===== src/rtl/mem_bus_ctrl.sv =====
// Arbitrates an instruction-fetch stream and a data load/store stream onto a
// single-port strobe/ack memory bus, returning completions as one-cycle ready pulses.
module mem_bus_ctrl #(
  parameter int          TIMEOUT  = 255,
  parameter logic [31:0] ERR_WORD = 32'hDEAD_BEEF
) (
  input  logic        clk,
  input  logic        rst,
  input  logic        imemRen,
  input  logic [31:0] imemaddr,
  input  logic        dmmRen,
  input  logic        dmmWen,
  input  logic [31:0] dmmaddr,
  input  logic [31:0] dmmstore,
  input  logic [1:0]  d_fetch,
  output logic [31:0] imemload,
  output logic [31:0] dmmload,
  output logic        i_ready,
  output logic        d_ready,
  output logic        d_misaligned,
  output logic        bus_timeout,
  output logic [31:0] bus_addr,
  output logic [31:0] bus_wdata,
  output logic [3:0]  bus_sel,
  output logic        bus_wen,
  output logic        bus_ren,
  input  logic [31:0] bus_rdata,
  input  logic        bus_ack
);

  typedef enum logic [1:0] {IDLE, ISSUE, WAIT, DONE} state_t;

  localparam logic [7:0] TO_LIM = 8'(TIMEOUT);

  state_t      state_q, state_d;
  logic [7:0]  cnt_q, cnt_d;
  logic        is_d_q, is_d_d, is_w_q, is_w_d, last_d_q, last_d_d;
  logic [1:0]  size_q, size_d, off_q, off_d;
  logic [31:0] bus_addr_q, bus_addr_d, bus_wdata_q, bus_wdata_d;
  logic [3:0]  bus_sel_q, bus_sel_d;
  logic        bus_wen_q, bus_wen_d, bus_ren_q, bus_ren_d;
  logic [31:0] imemload_q, imemload_d, dmmload_q, dmmload_d;
  logic        i_ready_q, i_ready_d, d_ready_q, d_ready_d;
  logic        mis_q, mis_d, tout_q, tout_d;

  logic        pick_d, dmis;
  logic [1:0]  dsize;
  logic [3:0]  dsel;
  logic [31:0] dwdata, rshift, rlane, done_data;
  logic [7:0]  cnt_inc;
  logic        unused_addr_bits;

  assign unused_addr_bits = ^imemaddr[1:0];

  // Data normally wins, but a fetch waiting behind a data completion goes next.
  assign pick_d  = (dmmRen | dmmWen) & ~(last_d_q & imemRen);
  assign dsize   = (d_fetch == 2'b11) ? 2'b10 : d_fetch;
  assign dmis    = ((dsize == 2'b01) & dmmaddr[0]) | ((dsize == 2'b10) & (|dmmaddr[1:0]));
  assign cnt_inc = cnt_q + 8'd1;

  always_comb begin
    dsel   = 4'b1111;
    dwdata = dmmstore;
    case (dsize)
      2'b00: begin
        dsel   = 4'b0001 << dmmaddr[1:0];
        dwdata = {4{dmmstore[7:0]}};
      end
      2'b01: begin
        dsel   = dmmaddr[1] ? 4'b1100 : 4'b0011;
        dwdata = {2{dmmstore[15:0]}};
      end
      default: ;
    endcase
  end

  assign rshift = bus_rdata >> {off_q, 3'b000};
  always_comb begin
    case (size_q)
      2'b00:   rlane = {24'b0, rshift[7:0]};
      2'b01:   rlane = {16'b0, rshift[15:0]};
      default: rlane = rshift;
    endcase
  end
  assign done_data = bus_ack ? rlane : ERR_WORD;

  always_comb begin
    state_d     = state_q;
    cnt_d       = cnt_q;
    is_d_d      = is_d_q;
    is_w_d      = is_w_q;
    last_d_d    = last_d_q;
    size_d      = size_q;
    off_d       = off_q;
    bus_addr_d  = bus_addr_q;
    bus_wdata_d = bus_wdata_q;
    bus_sel_d   = bus_sel_q;
    bus_wen_d   = 1'b0;
    bus_ren_d   = 1'b0;
    imemload_d  = '0;
    dmmload_d   = '0;
    i_ready_d   = 1'b0;
    d_ready_d   = 1'b0;
    mis_d       = 1'b0;
    tout_d      = 1'b0;
    case (state_q)
      IDLE: begin
        if (pick_d) begin
          is_d_d = 1'b1;
          is_w_d = dmmWen;
          size_d = dsize;
          off_d  = dmmaddr[1:0];
          if (dmis) begin
            state_d   = DONE;
            d_ready_d = 1'b1;
            mis_d     = 1'b1;
            last_d_d  = 1'b1;
          end else begin
            state_d     = ISSUE;
            bus_addr_d  = {dmmaddr[31:2], 2'b00};
            bus_sel_d   = dsel;
            bus_wdata_d = dwdata;
            bus_wen_d   = dmmWen;
            bus_ren_d   = ~dmmWen;
          end
        end else if (imemRen) begin
          state_d     = ISSUE;
          is_d_d      = 1'b0;
          is_w_d      = 1'b0;
          size_d      = 2'b10;
          off_d       = 2'b00;
          bus_addr_d  = {imemaddr[31:2], 2'b00};
          bus_sel_d   = 4'b1111;
          bus_wdata_d = '0;
          bus_ren_d   = 1'b1;
        end
      end
      ISSUE: begin
        state_d = WAIT;
        cnt_d   = '0;
      end
      WAIT: begin
        if (bus_ack || (cnt_inc == TO_LIM)) begin
          state_d  = DONE;
          last_d_d = is_d_q;
          tout_d   = ~bus_ack;
          if (is_d_q) begin
            d_ready_d = 1'b1;
            dmmload_d = is_w_q ? '0 : done_data;
          end else begin
            i_ready_d  = 1'b1;
            imemload_d = done_data;
          end
        end else begin
          cnt_d = cnt_inc;
        end
      end
      default: state_d = IDLE;
    endcase
  end

  always_ff @(posedge clk or posedge rst) begin
    if (rst) begin
      state_q     <= IDLE;
      cnt_q       <= '0;
      is_d_q      <= 1'b0;
      is_w_q      <= 1'b0;
      last_d_q    <= 1'b0;
      size_q      <= '0;
      off_q       <= '0;
      bus_addr_q  <= '0;
      bus_wdata_q <= '0;
      bus_sel_q   <= '0;
      bus_wen_q   <= 1'b0;
      bus_ren_q   <= 1'b0;
      imemload_q  <= '0;
      dmmload_q   <= '0;
      i_ready_q   <= 1'b0;
      d_ready_q   <= 1'b0;
      mis_q       <= 1'b0;
      tout_q      <= 1'b0;
    end else begin
      state_q     <= state_d;
      cnt_q       <= cnt_d;
      is_d_q      <= is_d_d;
      is_w_q      <= is_w_d;
      last_d_q    <= last_d_d;
      size_q      <= size_d;
      off_q       <= off_d;
      bus_addr_q  <= bus_addr_d;
      bus_wdata_q <= bus_wdata_d;
      bus_sel_q   <= bus_sel_d;
      bus_wen_q   <= bus_wen_d;
      bus_ren_q   <= bus_ren_d;
      imemload_q  <= imemload_d;
      dmmload_q   <= dmmload_d;
      i_ready_q   <= i_ready_d;
      d_ready_q   <= d_ready_d;
      mis_q       <= mis_d;
      tout_q      <= tout_d;
    end
  end

  assign imemload     = imemload_q;
  assign dmmload      = dmmload_q;
  assign i_ready      = i_ready_q;
  assign d_ready      = d_ready_q;
  assign d_misaligned = mis_q;
  assign bus_timeout  = tout_q;
  assign bus_addr     = bus_addr_q;
  assign bus_wdata    = bus_wdata_q;
  assign bus_sel      = bus_sel_q;
  assign bus_wen      = bus_wen_q;
  assign bus_ren      = bus_ren_q;

endmodule


===== config.mk =====
export PLATFORM = sky130hd
export DESIGN_NAME = mem_bus_ctrl
export DESIGN_NICKNAME = d
export VERILOG_FILES = /design/src/rtl/mem_bus_ctrl.sv
export SDC_FILE = /design/constraint.sdc
export NUM_CORES = 1
export LEC_CHECK = 0
export ABC_CLOCK_PERIOD_IN_PS = 14410
export CAP_MARGIN = 5
export CORE_ASPECT_RATIO = 0.8
export CORE_MARGIN = 8
export CORE_UTILIZATION = 47
export DETAILED_ROUTE_END_ITERATION = 10
export GPL_TIMING_DRIVEN = 0
export PLACE_DENSITY = 0.86
export SYNTH_ARGS = -nofsm -noshare
export SYNTH_HDL_FRONTEND = slang
export SYNTH_SLANG_ARGS = --single-unit

===== constraint.sdc =====
create_clock -name clk -period 14.41 [get_ports clk]
set_clock_uncertainty 0.05 [all_clocks]
set_input_delay 2.882 -clock clk [delete_from_list [all_inputs] [get_ports clk]]
set_output_delay 2.882 -clock clk [all_outputs]
set_load 0.02 [all_outputs]

==> impl_metrics.yaml <==
power:
  p_leak_nw: 4.62
  p_per_area_nw_per_um2: 189
  pwr-share-clk_pct: 25.0
  pwr-share-seq_pct: 31.3
  p_switching_mw: 0.746
  p_int_mw: 1.23
  vdd_drop_max_uv: 112
  sw_frac_of_total_pct: 37.7
  p_total_mw: 1.98
  comb_power_share_pct: 43.6
placed_design:
  io_buffers: 266
  dpl_cell_area_um2: 9810
  place_hpwl_um: 18000
  routabilityCongestion: 0.894
global_route:
  grt-ovfl-total: 0
  grt_antenna_before_repair: 1
  busiest_layer: "met2"
  grt_use_met3_pct: 9.88
  use_met2_pct: 42.2
  grt_pass1_wl_um: 37500
  use_met1_pct: 31.1
  grt_pass1_vias: 6657
  grt_max_degree: 86
  grt_usage_pct: 25.9
worst_setup_path:
  r2r_end: "bus_wdata[0]$_DFFE_PP0P_"
  max_stage_delay_ps: 480
  crit_arrival_ps: 5020
  cp-start-kind: "input port"
  rr_startpoint: "state_q[0]$_DFFE_PP0P_"
  cp_cell_sequence: "clkdlybuf4s50_1, nor3_1, nand2b_1, buf_2, a21o_1, buf_2, buf_2, nand2_1, o31ai_1"
  critPathMaxFanout: 10
  critPathMostFrequentCell: "buf_2"
  worst-setup-path-type: "in2reg"
  worst-path-buf-inv: 4
  rr_worst_depth: 6
  cpMaxStageDelayCell: "clkdlybuf4s50_1"
  required_ps: 14660
  end_kind: "flop"
  crit_family: "buffers and inverters"
  r2r_slack_ps: 12090
yosys:
  synth_edf_count: 0
  synth.distinct_cells: 50
  netlist_area_um2: 6880
  yosysWarningCount: 0
  synthCells: 696
  async_reset_ff_share_pct: 100
  ys_ff_latch: 153
  synth.avg_cell_area_um2: 9.89
  synth-main-ff-cell: "dfrtp_1"
  ys_seq_area_share_pct: 55.6
clock_tree:
  clk_pin_slew_ps: 60
  cts_root_buffer: "clkbuf_16"
  cts_tree: "built"
  cts_made_buffers: 17
  cts_buffer_depth: 2
  ctsHoldBuffers: 0
  post_cts_buffers: 0
  clk_latency_ps: 420
  cts.sinks: 153
  h-tree-depth: 4
  cts.repair.resized: 0
final_layout:
  drive_above_1_share_pct: 6.23
  fin_nets: 1125
  layout_common_cells: "clkdlybuf4s50_1, dfrtp_1, nor2_1"
  design_area_um2: 10500
  synthToLayoutAreaGrowth_pct: 52.0
  final_common_cell: "clkdlybuf4s50_1"
  final_util_pct: 73.2
hold_path:
  hold_path_end: "bus_wdata[26]$_DFFE_PP0P_"
  min_from: "bus_wdata[26]$_DFFE_PP0P_"
  min_delay_path_depth: 2
  hold_class: "reg2reg"
floorplan:
  dieWidth_um: 151
  rows: 39
  initial_core_util_pct: 48.1
  ioPinCount: 274
  core_um2: 14300
  dieArea_um2: 18800
  die_h_um: 124
timing:
  drv_slew: 0
  relSlewSlack_pct: 38.6
  worstMarginPinSlew_ps: 917
  setup_tns_ps: 0
  period_share_pct: 33.1
  post-route-min-period_ps: 4770
  hold_viol_final: 0
  rsz0062_at_grt: "no"
  finalSetupViolCount: 0
  fmax_ghz: 0.210
drt:
  num_vias: 6485
  drtAntennaViolNets: 0
  drcViolationCount: 0
  drt_iter0_drc: 515
  wl_um: 24500
  wl_per_cell_um: 20.7
  drt_pre_antenna_iters: 5
  via_per_inst: 5.50
run:
  drv_cap: 0
run_status:
  status: "complete, no violations"
[cell families (layout without fill, tap and decap cells)]
kind of cell,count (synthesis),after routing,synth area share [%]
buffers and inverters,57,355,4.03
AO/OA/AOI/OAI,152,152,15.5
multiplexers,45,45,6.60
adder cells (fa/ha/maj),6,6,1.09
flip-flops,153,153,55.6
other,1,3,0.0545
AND/OR/NAND/NOR,282,282,17.1
[registers in the layout, summed over array words and instances (netlist names), 2 cells and up]
signal     count
bus_wdata     32
dmmload       32
imemload      32
bus_addr      30
cnt_q          8
bus_sel        4
off_q          2
size_q         2
state_q        2
[worst max path at each step]
stage                start                        end  slack (ps)  cells after the start
floorplan              rst   bus_addr[10]$_DFFE_PP0P_        7360                      1
global placement       rst     imemload[22]$_DFF_PP0_        5360                      2
detailed placement  dmmWen  bus_wdata[13]$_DFFE_PP0P_        9340                      9
CTS                 dmmWen  bus_wdata[24]$_DFFE_PP0P_        9710                      9
global route        dmmWen  bus_wdata[12]$_DFFE_PP0P_        9540                      9
finish              dmmWen  bus_wdata[24]$_DFFE_PP0P_        9640                      9
[power groups by stage]
stage | clock (mW) | sequential [mW] | combinational, mW
final | 0.495 | 0.620 | 0.863
after global routing | 0.521 | 0.633 | 0.929
after CTS | 0.499 | 0.618 | 0.865
after detailed placement | 0 | 0.621 | 0.856
after global placement | 0 | 0.616 | 0.845
after floorplan | 0 | 0.744 | 0.347
[stage by stage]
step	instances	hold slack, ps	setup WS, ps
floorplan	697	384	7360
global placement	1147	410	5360
detailed placement	1148	419	9340
CTS	1179	432	9710
global route	1180	450	9540
finish	1180	435	9640
[cell type report]
cell class,count,area (µm²)
fillers,1029,3830
flip-flops and latches,153,3830
multi-input cells,487,2780
repair buffers,267,2690
clock buffers,20,457
plain buffers,49,248
well taps,184,230
clock inverters,11,194
inverters,8,35.0
diodes,1,2.50
[worst register-to-register path, delay by kind of cell, from the launching register on]
family                     cells  cell delay, ps
AOI/OAI and AO/OA              1             240
adders and majority gates      1             180
buffers and inverters          2             460
DFF                            1             410
and+or+nand+nor                2             910
[Yosys cell counts (3+ instances only)]
library cell  count  area [µm²]
dfrtp_1         153        3830
nor2_1          123         462
nand2_1         113         424
mux2i_1          42         420
a31oi_1          31         194
clkbuf_1         26        97.6
o21ai_0          23         115
a21boi_0         20         150
a21oi_1          17        85.1
o31ai_1          16         120
buf_2            12        60.1
nor2b_1          10        62.6
a22o_1            9        78.8
inv_1             8        30.0
nand3_1           8        40.0
a211o_1           7        61.3
nand2b_1          7        43.8
o21a_1            7        52.6
ha_1              6        75.1
a221o_1           5        50.1
buf_6             5        56.3
nor3_1            5        25.0
buf_1             3        11.3
buf_4             3        22.5
[metal layers]
metal / vias up / wire length [µm]
met5: - / 0
met4: 0 / 531
met3: 39 / 2790
met2: 332 / 11800
met1: 3163 / 9300
li1: 2951 / -
(Power assumes the default switching activity.)
